===== src/rtl/sar_ctrl.sv =====
// Successive-approximation register controller: sequences the track/hold switch
// and the DAC trial code, one comparator decision per clock, MSB first.
module sar_ctrl #(
   parameter int NUM_BITS = 4
) (
   input  logic                clk,
   input  logic                rst_n,
   input  logic                sample_sig,
   input  logic                comp_out,
   output logic                sample_en,
   output logic [NUM_BITS-1:0] dac_code,
   output logic [NUM_BITS-1:0] result,
   output logic                result_valid,
   output logic                busy,
   output logic                overrun
);

   localparam int IW = (NUM_BITS > 1) ? $clog2(NUM_BITS) : 1;

   localparam logic [1:0] IDLE    = 2'd0;
   localparam logic [1:0] SAMPLE  = 2'd1;
   localparam logic [1:0] CONVERT = 2'd2;

   localparam logic [NUM_BITS-1:0] MSB_ONLY  = {1'b1, {(NUM_BITS-1){1'b0}}};
   localparam logic [IW-1:0]       TOP_INDEX = IW'(NUM_BITS - 1);

   logic [1:0]          state, state_d;
   logic [IW-1:0]       index, index_d;
   logic [NUM_BITS-1:0] dac_d, result_d, trial;
   logic                valid_d, overrun_d;

   // NOTE: every variable gets a default at the top of the block, so no path
   // through the case statement can leave one unassigned and infer a latch.
   always_comb begin
      state_d   = state;
      index_d   = index;
      dac_d     = dac_code;
      result_d  = result;
      valid_d   = 1'b0;
      overrun_d = 1'b0;
      trial     = dac_code;

      case (state)
         IDLE: begin
            if (sample_sig) begin
               state_d = SAMPLE;
               dac_d   = MSB_ONLY;
            end
         end

         SAMPLE: begin
            state_d   = CONVERT;
            index_d   = TOP_INDEX;
            overrun_d = sample_sig;
         end

         CONVERT: begin
            trial[index] = comp_out;
            if (index != '0) begin
               trial[index - IW'(1)] = 1'b1;
               index_d   = index - IW'(1);
               dac_d     = trial;
               overrun_d = sample_sig;
            end else begin
               // Bit 0 decided: publish, and a start request on this very edge
               // is accepted so conversions can run back to back.
               result_d = trial;
               valid_d  = 1'b1;
               if (sample_sig) begin
                  state_d = SAMPLE;
                  dac_d   = MSB_ONLY;
               end else begin
                  state_d = IDLE;
                  dac_d   = trial;
               end
            end
         end

         default: state_d = IDLE;
      endcase
   end

   // NOTE: sequential state uses non-blocking assignments so every flop
   // samples the pre-edge values regardless of statement order.
   always_ff @(posedge clk or negedge rst_n) begin
      if (!rst_n) begin
         state        <= IDLE;
         index        <= TOP_INDEX;
         sample_en    <= 1'b0;
         dac_code     <= '0;
         result       <= '0;
         result_valid <= 1'b0;
         busy         <= 1'b0;
         overrun      <= 1'b0;
      end else begin
         state        <= state_d;
         index        <= index_d;
         sample_en    <= (state_d == SAMPLE);
         dac_code     <= dac_d;
         result       <= result_d;
         result_valid <= valid_d;
         busy         <= (state_d != IDLE);
         overrun      <= overrun_d;
      end
   end

endmodule


===== config.mk =====
export PLATFORM = sky130hd
export DESIGN_NAME = sar_ctrl
export DESIGN_NICKNAME = d
export VERILOG_FILES = /design/src/rtl/sar_ctrl.sv
export SDC_FILE = /design/constraint.sdc
export NUM_CORES = 1
export LEC_CHECK = 0
export CELL_PAD_IN_SITES_DETAIL_PLACEMENT = 1
export CELL_PAD_IN_SITES_GLOBAL_PLACEMENT = 1
export CORE_MARGIN = 3
export CORE_UTILIZATION = 42
export DETAILED_ROUTE_END_ITERATION = 6
export HOLD_SLACK_MARGIN = 0.06
export PLACE_DENSITY = 0.83
export SLEW_MARGIN = 0
export SYNTH_ARGS = -nofsm -noshare
export SYNTH_HDL_FRONTEND = slang
export SYNTH_SLANG_ARGS = --single-unit

===== constraint.sdc =====
create_clock -name clk -period 4.8 [get_ports clk]
set_input_delay 0.96 -clock clk [delete_from_list [all_inputs] [get_ports clk]]
set_output_delay 0.96 -clock clk [all_outputs]
set_load 0.02 [all_outputs]

==> flow_summary.toml, run 1 <==
[timing]
setup_ws_ps = 2540
timing.fmax_mhz = 442
worst_pin_slew_ps = 699
clock_skew_ps = 1.46
slew_viol_final = 0
finalSetupViolCount = 0
hold_slack_ps = 493
maxSlewHeadroom = 0.532
period_needed_ps = 2260
tns_ps = 0
final_min_period_over_clock_period = 0.472
rsz0062_at_grt = "false"
hold_viol = 0

[synthesis]
ys_warn_count = 0
synthFlopType = "dfrtp_1"
synth_area_leaders = "dfrtp_1, ha_1, dfstp_2"
syn_nets = 97
yosysSeqAreaShare = 0.451
netlist-cell-type-count = 29
synth_edf_count = 0
netlist_top_cells_count = "dfrtp_1, ha_1, inv_1, nand2_1, o21ai_0"
ys_ff_latch = 16
synthMostInstantiatedCell = "dfrtp_1"
avgSynthCellArea_um2 = 10.8
syn-instance-count = 83
synth_area_um2 = 893
synth_top_area_share = 0.392
synthArstFlopShare = 1.00
post-synth-top-area-cell = "dfrtp_1"

[grt]
gr-total-overflow = 0
grt_antenna_before_repair = 0
grt_pass1_wl_um = 3350
grt_max_degree = 17
grt_pass1_vias = 729
grt_usage = 0.172

[detailed_routing]
drtAntennaViolNets = 0
via_count = 657
via_per_inst = 5.13
wirelength_um = 1920
drc_errors = 0
first_pass_iters = 2
drt_iter0_drc = 2
wl_per_cell_um = 15.0

[flow_run]
maxCapViolations = 0

[worst_setup_path]
startpoint_type = "flip-flop"
crit_fanout = 3
crit_type = "reg -> out"
critical_path.max_stage_delay_ps = 620
reg2reg_from = "index[0]"
rr_worst_depth = 5
endpoint_kind = "output port"
slowest_stage = "clkdlybuf4s50_1"
rrSetupSlack_ps = 3050
worst_r2r_endpoint = "dac_code[3]"
cp.buffers_inverters = 1
path_delay_family = "buffers and inverters"
required_ps = 3840
crit_arrival_ps = 1300
crit_path_start = "dac_code[3]"
path_cells = "clkdlybuf4s50_1"

[finish]
seq_area_um2 = 403
nFillCells = 223
instances_no_fill = 128
area_delta_synth_final_pct = 23.4
multi_input_area_um2 = 449
drive_above_1_share = 0.119
nets = 116
antenna_cells = 0

[placement]
dpl_worst_slack_ps = 2490
place.detailed.hpwl_um = 1470
gp_congestion = 0.840
io_buffer_count = 15
placed_cells_incl_taps = 124

[cts]
cts_max_level = 1
cts_sinks = 16
postCtsSetupBuffers = 0
worst_skew_pair.late_latency_ps = 290
ctsResizeCount = 0
clockRootBuffer = "clkbuf_4"
cts.clk_slew.worst_paths_ps = 100
cts_inserted_buffers = 3
cts.path.max_buffers = 2
postCtsHoldBufs = 0
cts_tree = "built"

[die]
core_mm2 = 0.00198
die_height_um = 52.1
die_x_um = 52.1
pin_count = 16
rows = 16
die-area_mm2 = 0.00272
initial_core_util = 0.451

[power_and_ir_drop]
irDropWorstVdd_v = 0.000286
p_leak_uw = 0.000524
power_density_mw_per_mm2 = 630

[worst_hold_path]
hold_path_class = "reg -> reg"
hold_end = "result[3]"
hold_depth = 2
min-delay-start = "result[3]"

[run_status]
status = "finished, final reports clean"
## state kept, by name, summed over array words and instances (netlist names)
register / count
dac_code: 4
result: 4
index: 2
state: 2
busy: 1
overrun: 1
result_valid: 1
sample_en: 1
## where the power goes
part	leakage (uW)	total [uW]	internal [uW]	switching, uW
clock network	0.0000210	91.2	46.3	44.9
registers	0.000189	228	192	35.9
logic	0.000313	376	178	198
## per-stage QoR
stage,utilization,power (uW),area [um^2]
global placement,0.538,593,1070
global route,0.556,757,1100
CTS,0.556,704,1100
detailed placement,0.538,609,1070
finish,0.556,695,1100
floorplan,-,472,893
## metal layers
metal	share of wire	GRT usage	up-vias	routed length (um)
li1	-	-	320	-
met1	0.47	0.225	316	900
met2	0.48	0.259	16	917
met3	0.031	0.0315	5	60
met4	0.021	0.109	0	41
met5	0	0	-	0
## placed cells by master (no fill, tap or decap)
| master | count |
|---|---|
| clkdlybuf4s50_1 | 15 |
| dfrtp_1 | 14 |
| ha_1 | 10 |
| inv_1 | 8 |
| nand2_1 | 8 |
| o21ai_0 | 7 |
| nor2b_1 | 4 |
| mux2i_1 | 4 |
| nor2_1 | 3 |
| clkbuf_4 | 3 |
| nand2b_1 | 2 |
| a21oi_1 | 2 |
| a21boi_0 | 2 |
| dfstp_2 | 2 |
| a311oi_1 | 1 |
| o211a_1 | 1 |
| a21oi_2 | 1 |
| or3b_4 | 1 |
| a211oi_2 | 1 |
| nand3b_1 | 1 |
| a2bb2oi_1 | 1 |
| mux2_2 | 1 |
| xor2_1 | 1 |
| a22oi_1 | 1 |
| nand3_1 | 1 |
| o21bai_1 | 1 |
| o311a_1 | 1 |
| or2_2 | 1 |
| o221a_2 | 1 |
| o32a_1 | 1 |
| clkbuf_8 | 1 |
## logic make-up after synthesis
logic type / Yosys count / synth area share
adders and majority gates: 10 / 0.140
xor gates and xnor gates: 1 / 0.00981
DFF: 16 / 0.451
muxes: 5 / 0.0574
AOI/OAI and AO/OA: 21 / 0.174
buffers and inverters: 9 / 0.0462
and+or+nand+nor: 21 / 0.122
## how the worst max path moves through the flow
stage                     depth (start not counted)     endpoint  slack (ps)
after floorplan                                   2    sample_en        3190
after global placement                            4  dac_code[3]        2520
after detailed placement                          4  dac_code[3]        2490
after CTS                                         1  dac_code[3]        2530
after global routing                              1  dac_code[3]        2460
final                                             1  dac_code[3]        2540
## final cells by class
type,count,share of cell area
clock buffers,4,0.0329
inverters,8,0.0272
multi-input cells,58,0.407
flip-flops and latches,16,0.365
well taps,27,0.0306
repair buffers,15,0.136
(Power assumes the default switching activity.)
==> run 2: changes to the inputs <==
- CORE_UTILIZATION: 42 -> 39
- PLACE_DENSITY: 0.83 -> 0.78
- clock period: 4.8 -> 2.1 ns (I/O delays scaled with it)
==> run 2 against run 1 <==
Non-clock buffer count grew 1; global-route usage decreased by 2.1 points; design area grew 0.68%; register-to-register slack worse by 2700 ps; first-iteration DRC count is 50% higher; via count up 1.1%; combinational power up 130%; sequential cell count unchanged; critical path depth unchanged; final cell count increased by 0.78%; critical path type unchanged; largest cell class unchanged.
==> flow_summary.toml, run 2 (synthesis gave the netlist of run 1 again) <==
[detailed_routing]
via_per_inst = 5.15
drc_errors = 0
wirelength_um = 1800
drt_iter0_drc = 3
drtAntennaViolNets = 0
via_count = 664
first_pass_iters = 4
wl_per_cell_um = 14.0

[finish]
multi_input_area_um2 = 449
drive_above_1_share = 0.127
fin_area_mm2 = 0.00111
nets = 117
seq_area_um2 = 403
nFillCells = 228
layout_common_cells = "clkdlybuf4s50_1, dfrtp_1, ha_1"
antenna_cells = 0
mostFrequentLayoutCell = "clkdlybuf4s50_1"
area_delta_synth_final_pct = 24.2
reg.largest.list = "dac_code x4, result x4"

[die]
rows = 16
die_x_um = 53.9
die-area_mm2 = 0.00290
pin_count = 16
initial_core_util = 0.433
core_mm2 = 0.00206
die_height_um = 53.9

[grt]
gr-total-overflow = 0
grt_pass1_vias = 670
grt_pass1_wl_um = 3150
grt_antenna_before_repair = 0
grt_max_degree = 17
grt_usage = 0.151

[timing]
timing.fmax_mhz = 583
rsz0062_at_grt = "false"
hold_viol = 0
tns_ps = 0
period_needed_ps = 1720
clock_skew_ps = 8.70
final_min_period_over_clock_period = 0.817
worst_pin_slew_ps = 372
slew_viol_final = 0
finalSetupViolCount = 0
maxSlewHeadroom = 0.749

[cts]
worst_skew_pair.late_latency_ps = 280
cts_inserted_buffers = 3
cts_tree = "built"
postCtsSetupBuffers = 0
clockRootBuffer = "clkbuf_4"
cts_sinks = 16
cts.path.max_buffers = 2
cts.clk_slew.worst_paths_ps = 110
ctsResizeCount = 0
cts_max_level = 1
postCtsHoldBufs = 0

[worst_hold_path]
hold_path_class = "in -> async"

[worst_setup_path]
required_ps = 1680
endpoint_kind = "output port"
path_delay_family = "buffers and inverters"
startpoint_type = "flip-flop"
crit_arrival_ps = 1300
slowest_stage = "clkdlybuf4s50_1"
path_cells = "clkdlybuf4s50_1"
crit_fanout = 3
critical_path.max_stage_delay_ps = 620
cp.buffers_inverters = 1
crit_type = "reg -> out"
rrSetupSlack_ps = 390

[power_and_ir_drop]
p_comb_frac = 0.540
seqPwrFrac = 0.328
p_int_uw = 949
netSwitchingFraction = 0.397
power.total_uw = 1570
power_frac_clock = 0.132
p_leak_uw = 0.000529
power_density_mw_per_mm2 = 1420
irDropWorstVdd_v = 0.000851
switchingPower_uw = 624

[placement]
place.detailed.hpwl_um = 1350
place_area_mm2 = 0.00107
gp_congestion = 0.828
io_buffer_count = 15

[run_status]
status = "finished, final reports clean"

[flow_run]
maxCapViolations = 0
## run 2: cell types whose count changed in the layout (fill, tap and decap cells not counted), sizes merged
cell / before / now
buf: 0 / 1
## run 2: layout make-up
type                    count  share of cell area
clock buffers               4              0.0327
inverters                   8              0.0271
multi-input cells          58               0.405
flip-flops and latches     16               0.363
well taps                  27              0.0304
repair buffers             16               0.142
## run 2: final timing paths
| path | startpoint | to | depth (start not counted) |
|---|---|---|---|
| max in group asynchronous | rst_n | index[1] | 2 |
| min in group clk | result[1] | result[1] | 2 |
| max | dac_code[2] | dac_code[2] | 1 |
| min | rst_n | result[3] | 2 |
| min reg2reg | result[1] | result[1] | 2 |
| max reg2reg | index[0] | dac_code[0] | 6 |
## run 2: layer usage
layer,track usage,routed length [um],up-vias
met5,0,0,-
met4,0.0426,10,0
met3,0.0360,57,2
met2,0.230,853,10
met1,0.212,883,326
li1,-,-,326
## run 2: per-stage QoR
stage / setup WS [ps] / std cells / util / hold WS (ps)
after detailed placement: 328 / 125 / 0.521 / 469
after floorplan: 519 / 83 / - / 124
after CTS: 360 / 129 / 0.538 / 447
final: 384 / 129 / 0.538 / 446
after global routing: 187 / 129 / 0.538 / 447
after global placement: 363 / 125 / 0.521 / 463
## run 2: power by group through the flow
stage / clock [uW] / combinational (uW) / sequential [uW]
floorplan: 0 / 448 / 630
global placement: 0 / 844 / 520
detailed placement: 0 / 857 / 523
CTS: 216 / 866 / 518
global route: 226 / 933 / 538
finish: 207 / 850 / 516
==> run 3: changes to the inputs <==
- CORE_UTILIZATION: 39 -> 35
- PLACE_DENSITY: 0.78 -> 0.74
- clock period: 2.1 -> 1.5 ns (I/O delays scaled with it)
==> run 3 against run 2 <==
The flow now finishes with violations (negative setup slack); sequential share of layout area fell by 8.5 points; clock power grew 44%; clock skew is 7.6 ps lower; via count increased by 19%; critical path depth increased by 5; hold slack got worse by 130 ps; largest power group unchanged; register-to-register slack worse by 400 ps; die area up 10%; sequential cell count unchanged; clock-buffer cell count stayed put; global-route usage grew 1.5 points; core utilization is 8.8 points higher.
==> flow_summary.toml, run 3 (synthesis gave the netlist of run 1 again) <==
[run_status]
status = "finished with violations"
violations = "negative setup slack"

[grt]
grt_pass1_wl_um = 4090
grt_usage = 0.166
grt_max_degree = 17
grt_antenna_before_repair = 0
gr-total-overflow = 0
grt_pass1_vias = 874

[die]
die-area_mm2 = 0.00319
pin_count = 16
initial_core_util = 0.385
die_height_um = 56.5
die_x_um = 56.5
rows = 17
core_mm2 = 0.00232

[cts]
postCtsHoldBufs = 0
cts_max_level = 1
worst_skew_pair.late_latency_ps = 290
cts_tree = "built"
cts_inserted_buffers = 3
cts.path.max_buffers = 2
cts.clk_slew.worst_paths_ps = 100
cts_sinks = 16
clockRootBuffer = "clkbuf_4"

[power_and_ir_drop]
netSwitchingFraction = 0.413
p_leak_uw = 0.000684
power.total_uw = 2810
power_density_mw_per_mm2 = 1930
irDropWorstVdd_v = 0.00128
power_frac_clock = 0.107
p_comb_frac = 0.635
switchingPower_uw = 1160
seqPwrFrac = 0.259
p_int_uw = 1650

[worst_setup_path]
required_ps = 1690
worst_r2r_endpoint = "dac_code[1]"
crit_fanout = 3
rrSetupSlack_ps = -10
reg2reg_from = "index[1]"
startpoint_type = "flip-flop"
critical_path.max_stage_delay_ps = 570
crit_arrival_ps = 1700
path_cells = "inv_4 > buf_6 > ha_4 > mux2i_2 > a21boi_2 > o21ai_1"
crit_type = "reg -> reg"
rr_worst_depth = 6
slowest_stage = "dfstp_2"
endpoint_kind = "flip-flop"

[detailed_routing]
first_pass_iters = 4
wirelength_um = 2740
via_count = 789
drtAntennaViolNets = 0
wl_met1_um = 1130
dr_wl_met3_um = 65
via_per_inst = 5.06
drc_errors = 0
wl_per_cell_um = 17.6
drt_iter0_drc = 11
top_layer = "met4"
wl_met2_um = 1490

[finish]
mostFrequentLayoutCell = "buf_4"
antenna_cells = 0
nets = 143
layout_common_cells = "buf_4, dfrtp_1, dlygate4sd2_1"
fin_util = 0.626
drive_above_1_share = 0.461
area_delta_synth_final_pct = 62.5
reg.largest.list = "dac_code x4, result x4"
instances_no_fill = 156

[timing]
maxSlewHeadroom = 0.825
setup_ws_ps = -9.90
rsz0062_at_grt = "true"
hold_slack_ps = 316
clock_skew_ps = 1.10
hold_viol = 0
timing.fmax_mhz = 662
slew_viol_final = 0
finalSetupViolCount = 1
final_min_period_over_clock_period = 1.01
period_needed_ps = 1510
worst_pin_slew_ps = 264

[placement]
place.detailed.hpwl_um = 1710
placed_cells_incl_taps = 146
gp_congestion = 0.847
io_buffer_count = 15

[worst_hold_path]
hold_path_class = "in -> async"

[flow_run]
maxCapViolations = 0
-- run 3: changes by cell type in the layout (fill, tap and decap cells not counted), sizes merged --
cell,before,now
buf,1,27
clkdlybuf4s50,15,3
dlygate4sd2,0,12
-- run 3: timing repair --
action / 4_1_cts / 5_1_grt
setup endpoints to repair: 22 / 7
cloned: 0 / 0
pin swaps: 0 / 6
resized for setup: 34 / 16
setup buffers: 1 / 5
endpoints found under the hold margin: 0 / 0
-- run 3: power by group through the flow --
stage | clock [uW] | sequential, uW | combinational, uW
floorplan | 0 | 883 | 629
global placement | 0 | 705 | 1440
detailed placement | 0 | 716 | 1480
CTS | 311 | 709 | 1550
global route | 328 | 746 | 1940
finish | 299 | 726 | 1780
-- run 3: critical path, delay by kind of cell (launching register included) --
family	cells	cell delay (ps)
buffers and inverters	2	170
DFF	1	570
AOI/OAI and AO/OA	2	290
adders and majority gates	1	160
muxes	1	210
-- run 3: area by class of cell --
class	count	area (um^2)
multi-input combinational	58	593
clock buffer	4	36.3
sequential	16	403
fill	248	867
inverter	8	35.0
tap	28	35.0
timing repair buffer	42	349
-- run 3: how the worst max path moves through the flow --
stage	start	end	slack, ps	cells after the start
global placement	state[1]	sample_en	-20	5
CTS	state[1]	sample_en	0.5	4
floorplan	index[0]	dac_code[3]	-9	5
global route	index[1]	dac_code[1]	-40	6
detailed placement	state[0]	dac_code[0]	-100	7
finish	index[1]	dac_code[1]	-10	6
-- run 3: stage by stage --
| stage | TNS (ps) | instance area [um^2] | setup WS, ps |
|---|---|---|---|
| finish | -9.90 | 1450 | -9.90 |
| global route | -142 | 1450 | -43.2 |
| CTS | 0 | 1330 | 0.498 |
| detailed placement | -419 | 1230 | -98.0 |
| global placement | -48.1 | 1230 | -24.9 |
| floorplan | -8.75 | 896 | -8.75 |
-- run 3: layer usage --
metal / vias up / track usage
li1: 376 / -
met1: 395 / 0.191
met2: 12 / 0.299
met3: 6 / 0.0299
met4: 0 / 0.0644
met5: - / 0
==> edit, RTL diff (config.mk and constraints of run 3) <==
Make the reset (`rst_n`) synchronous in one clocked block.
--- a/src/rtl/sar_ctrl.sv
+++ b/src/rtl/sar_ctrl.sv
@@ -82,7 +82,7 @@
 
    // NOTE: sequential state uses non-blocking assignments so every flop
    // samples the pre-edge values regardless of statement order.
-   always_ff @(posedge clk or negedge rst_n) begin
+   always_ff @(posedge clk) begin
       if (!rst_n) begin
          state        <= IDLE;
          index        <= TOP_INDEX;
Formal check against the unedited RTL: differs if rst_n is asserted again (counterexample within 4 cycles, from zero or initial values and one cycle with rst_n low); with rst_n held inactive, the same outputs for 10 cycles.
==> edit against run 3 <==
Cell area is 15% lower. Sequential cell count stayed put. Synthesized area is 0.42% higher. Worst setup slack better by 68 ps. Synthesized cell count is 11% higher. Via count is 0.25% higher. Count of clock-buffer cells in the layout stayed put. Wire length is 16% lower. Die area is 0.37% higher.
Power is not compared: it rests on default switching activity, and its combinational part moved more than twofold at a synthesized area within 25%.
==> edit: results (changes against run 3) <==
status = finished, final reports clean
areal power density over the cells = 878 nW/um^2
Root Driver = clkbuf_4
Synth top cells by count = dfxtp_1, ha_1, inv_1, nand2_1, nor2b_1
Synth warnings = 0 (unchanged)
Max Clock Skew = 8.26 ps (+7.16 ps)
Worst R2R Setup Slack = 60 ps (+70 ps)
cell count of the worst reg-to-reg path = 6 (unchanged)
Clk pin slew, worst setup/hold paths = 110 ps
MaxCap Viol Count = 0 (unchanged)
share of layout cells above drive strength 1 = 30.6% (-15 points)
post-synth top area cell = dfxtp_1
Inserted Clock Buffers = 3 (unchanged)
crit-path max FO = 10 (+7)
Seq/Total Area, Yosys = 35.7% (-9.4 points)
htree depth = 1 (unchanged)
GPL Wtd Cong = 0.735 (-13%)
post-detail-place hpwl = 1650 microns (-3.2%)
Initial DRC Count = 2 (-9)
initial antenna violation count = 0 (unchanged)
Worst-Skew Late Latency = 300 ps
Worst-Margin Slew = 306 ps (+41.9 ps)
library cells used by synthesis = 33 (+14%)
Worst Hold Slack = 468 ps (+151 ps)
async set-reset flop share out of synthesis = 0% (-100 points)
Total GRT Usage = 14.9% (-1.7 points)
top cells by area, synth = dfxtp_1, ha_1, nor2b_1, a2111oi_4, inv_1
port buffer count = 15 (unchanged)
arrival time worst endpoint = 1660 ps (-40 ps)
TritonRoute pass-1 iters = 2 (-2)
largest net degree at the start of global routing = 11 (-6)
peak supply drop = 432 uV
routed via count = 791 (+0.25%)
syn nets = 106 (+9.3%)
Clock Path Buffers = 2 (unchanged)
fin nets = 139 (-2.8%)
drt total wl = 2290 microns (-16%)
Starting Density = 38.7% (+0.16 points)
LEAKAGE = 0.580 nW
worst hold path class = reg2reg
ANT cells = 0 (unchanged)
first-pass GRT wire length = 3750 microns (-8.4%)
number of global-route vias before repair = 831 (-4.9%)
## edit: metrics by stage
step                      area, sq um  instances  util [%]  setup WS (ps)
after floorplan                   897         92         -            108
after global placement           1160        145      49.9          -11.2
after detailed placement         1160        145      49.9          -69.9
after CTS                        1190        150      51.4          0.658
after global routing             1230        152      53.2          -50.4
final                            1230        152      53.2           58.5
## edit: logic make-up after synthesis
group                      synth area share [%]
and+or+nand+nor                            18.0
AOI/OAI and AO/OA                          23.0
DFF                                        35.7
adders and majority gates                  13.9
buffers and inverters                      4.60
muxes                                      4.74
## edit: final cells by class
class                           count  area, sq um
Clock buffer                        4         36.3
Fill cell                         278         1080
Sequential cell                    16          328
Timing Repair Buffer               30          248
Tap cell                           28         35.0
Inverter                            7         26.3
Multi-Input combinational cell     67          561
## edit: critical path, stage by stage (launching register included)
cell,delay (ps)
dfxtp_2,360
inv_1,70
ha_2,210
buf_4,180
nor2b_1,150
o21a_1,200
a2111oi_4,180
## edit: routing by layer
metal	part of all wire, %	up-vias	GRT usage, %
met1	47	389	18.3
met5	0	-	0
met4	1.4	0	7.12
li1	-	388	-
met3	2.5	4	2.76
met2	49	10	24.8
## edit: repair_timing
| action | in CTS | in global routing |
|---|---|---|
| setup endpoints to repair | 16 | 10 |
| pin swaps | 0 | 1 |
| gates resized for setup | 15 | 11 |
| buffers inserted | 1 | 2 |
## edit: worst paths after layout
check | start | to
setup / recovery | state[0] | sample_en
hold reg to reg | result[0] | result[0]
setup reg to reg | state[0] | sample_en
hold / removal | result[0] | result[0]
## edit: report_power, final
group | internal (mW) | switching (mW) | total, mW
Sequential | 0.450 | 0.0158 | 0.465
Combinational | 0.146 | 0.160 | 0.305
Clock | 0.148 | 0.164 | 0.312
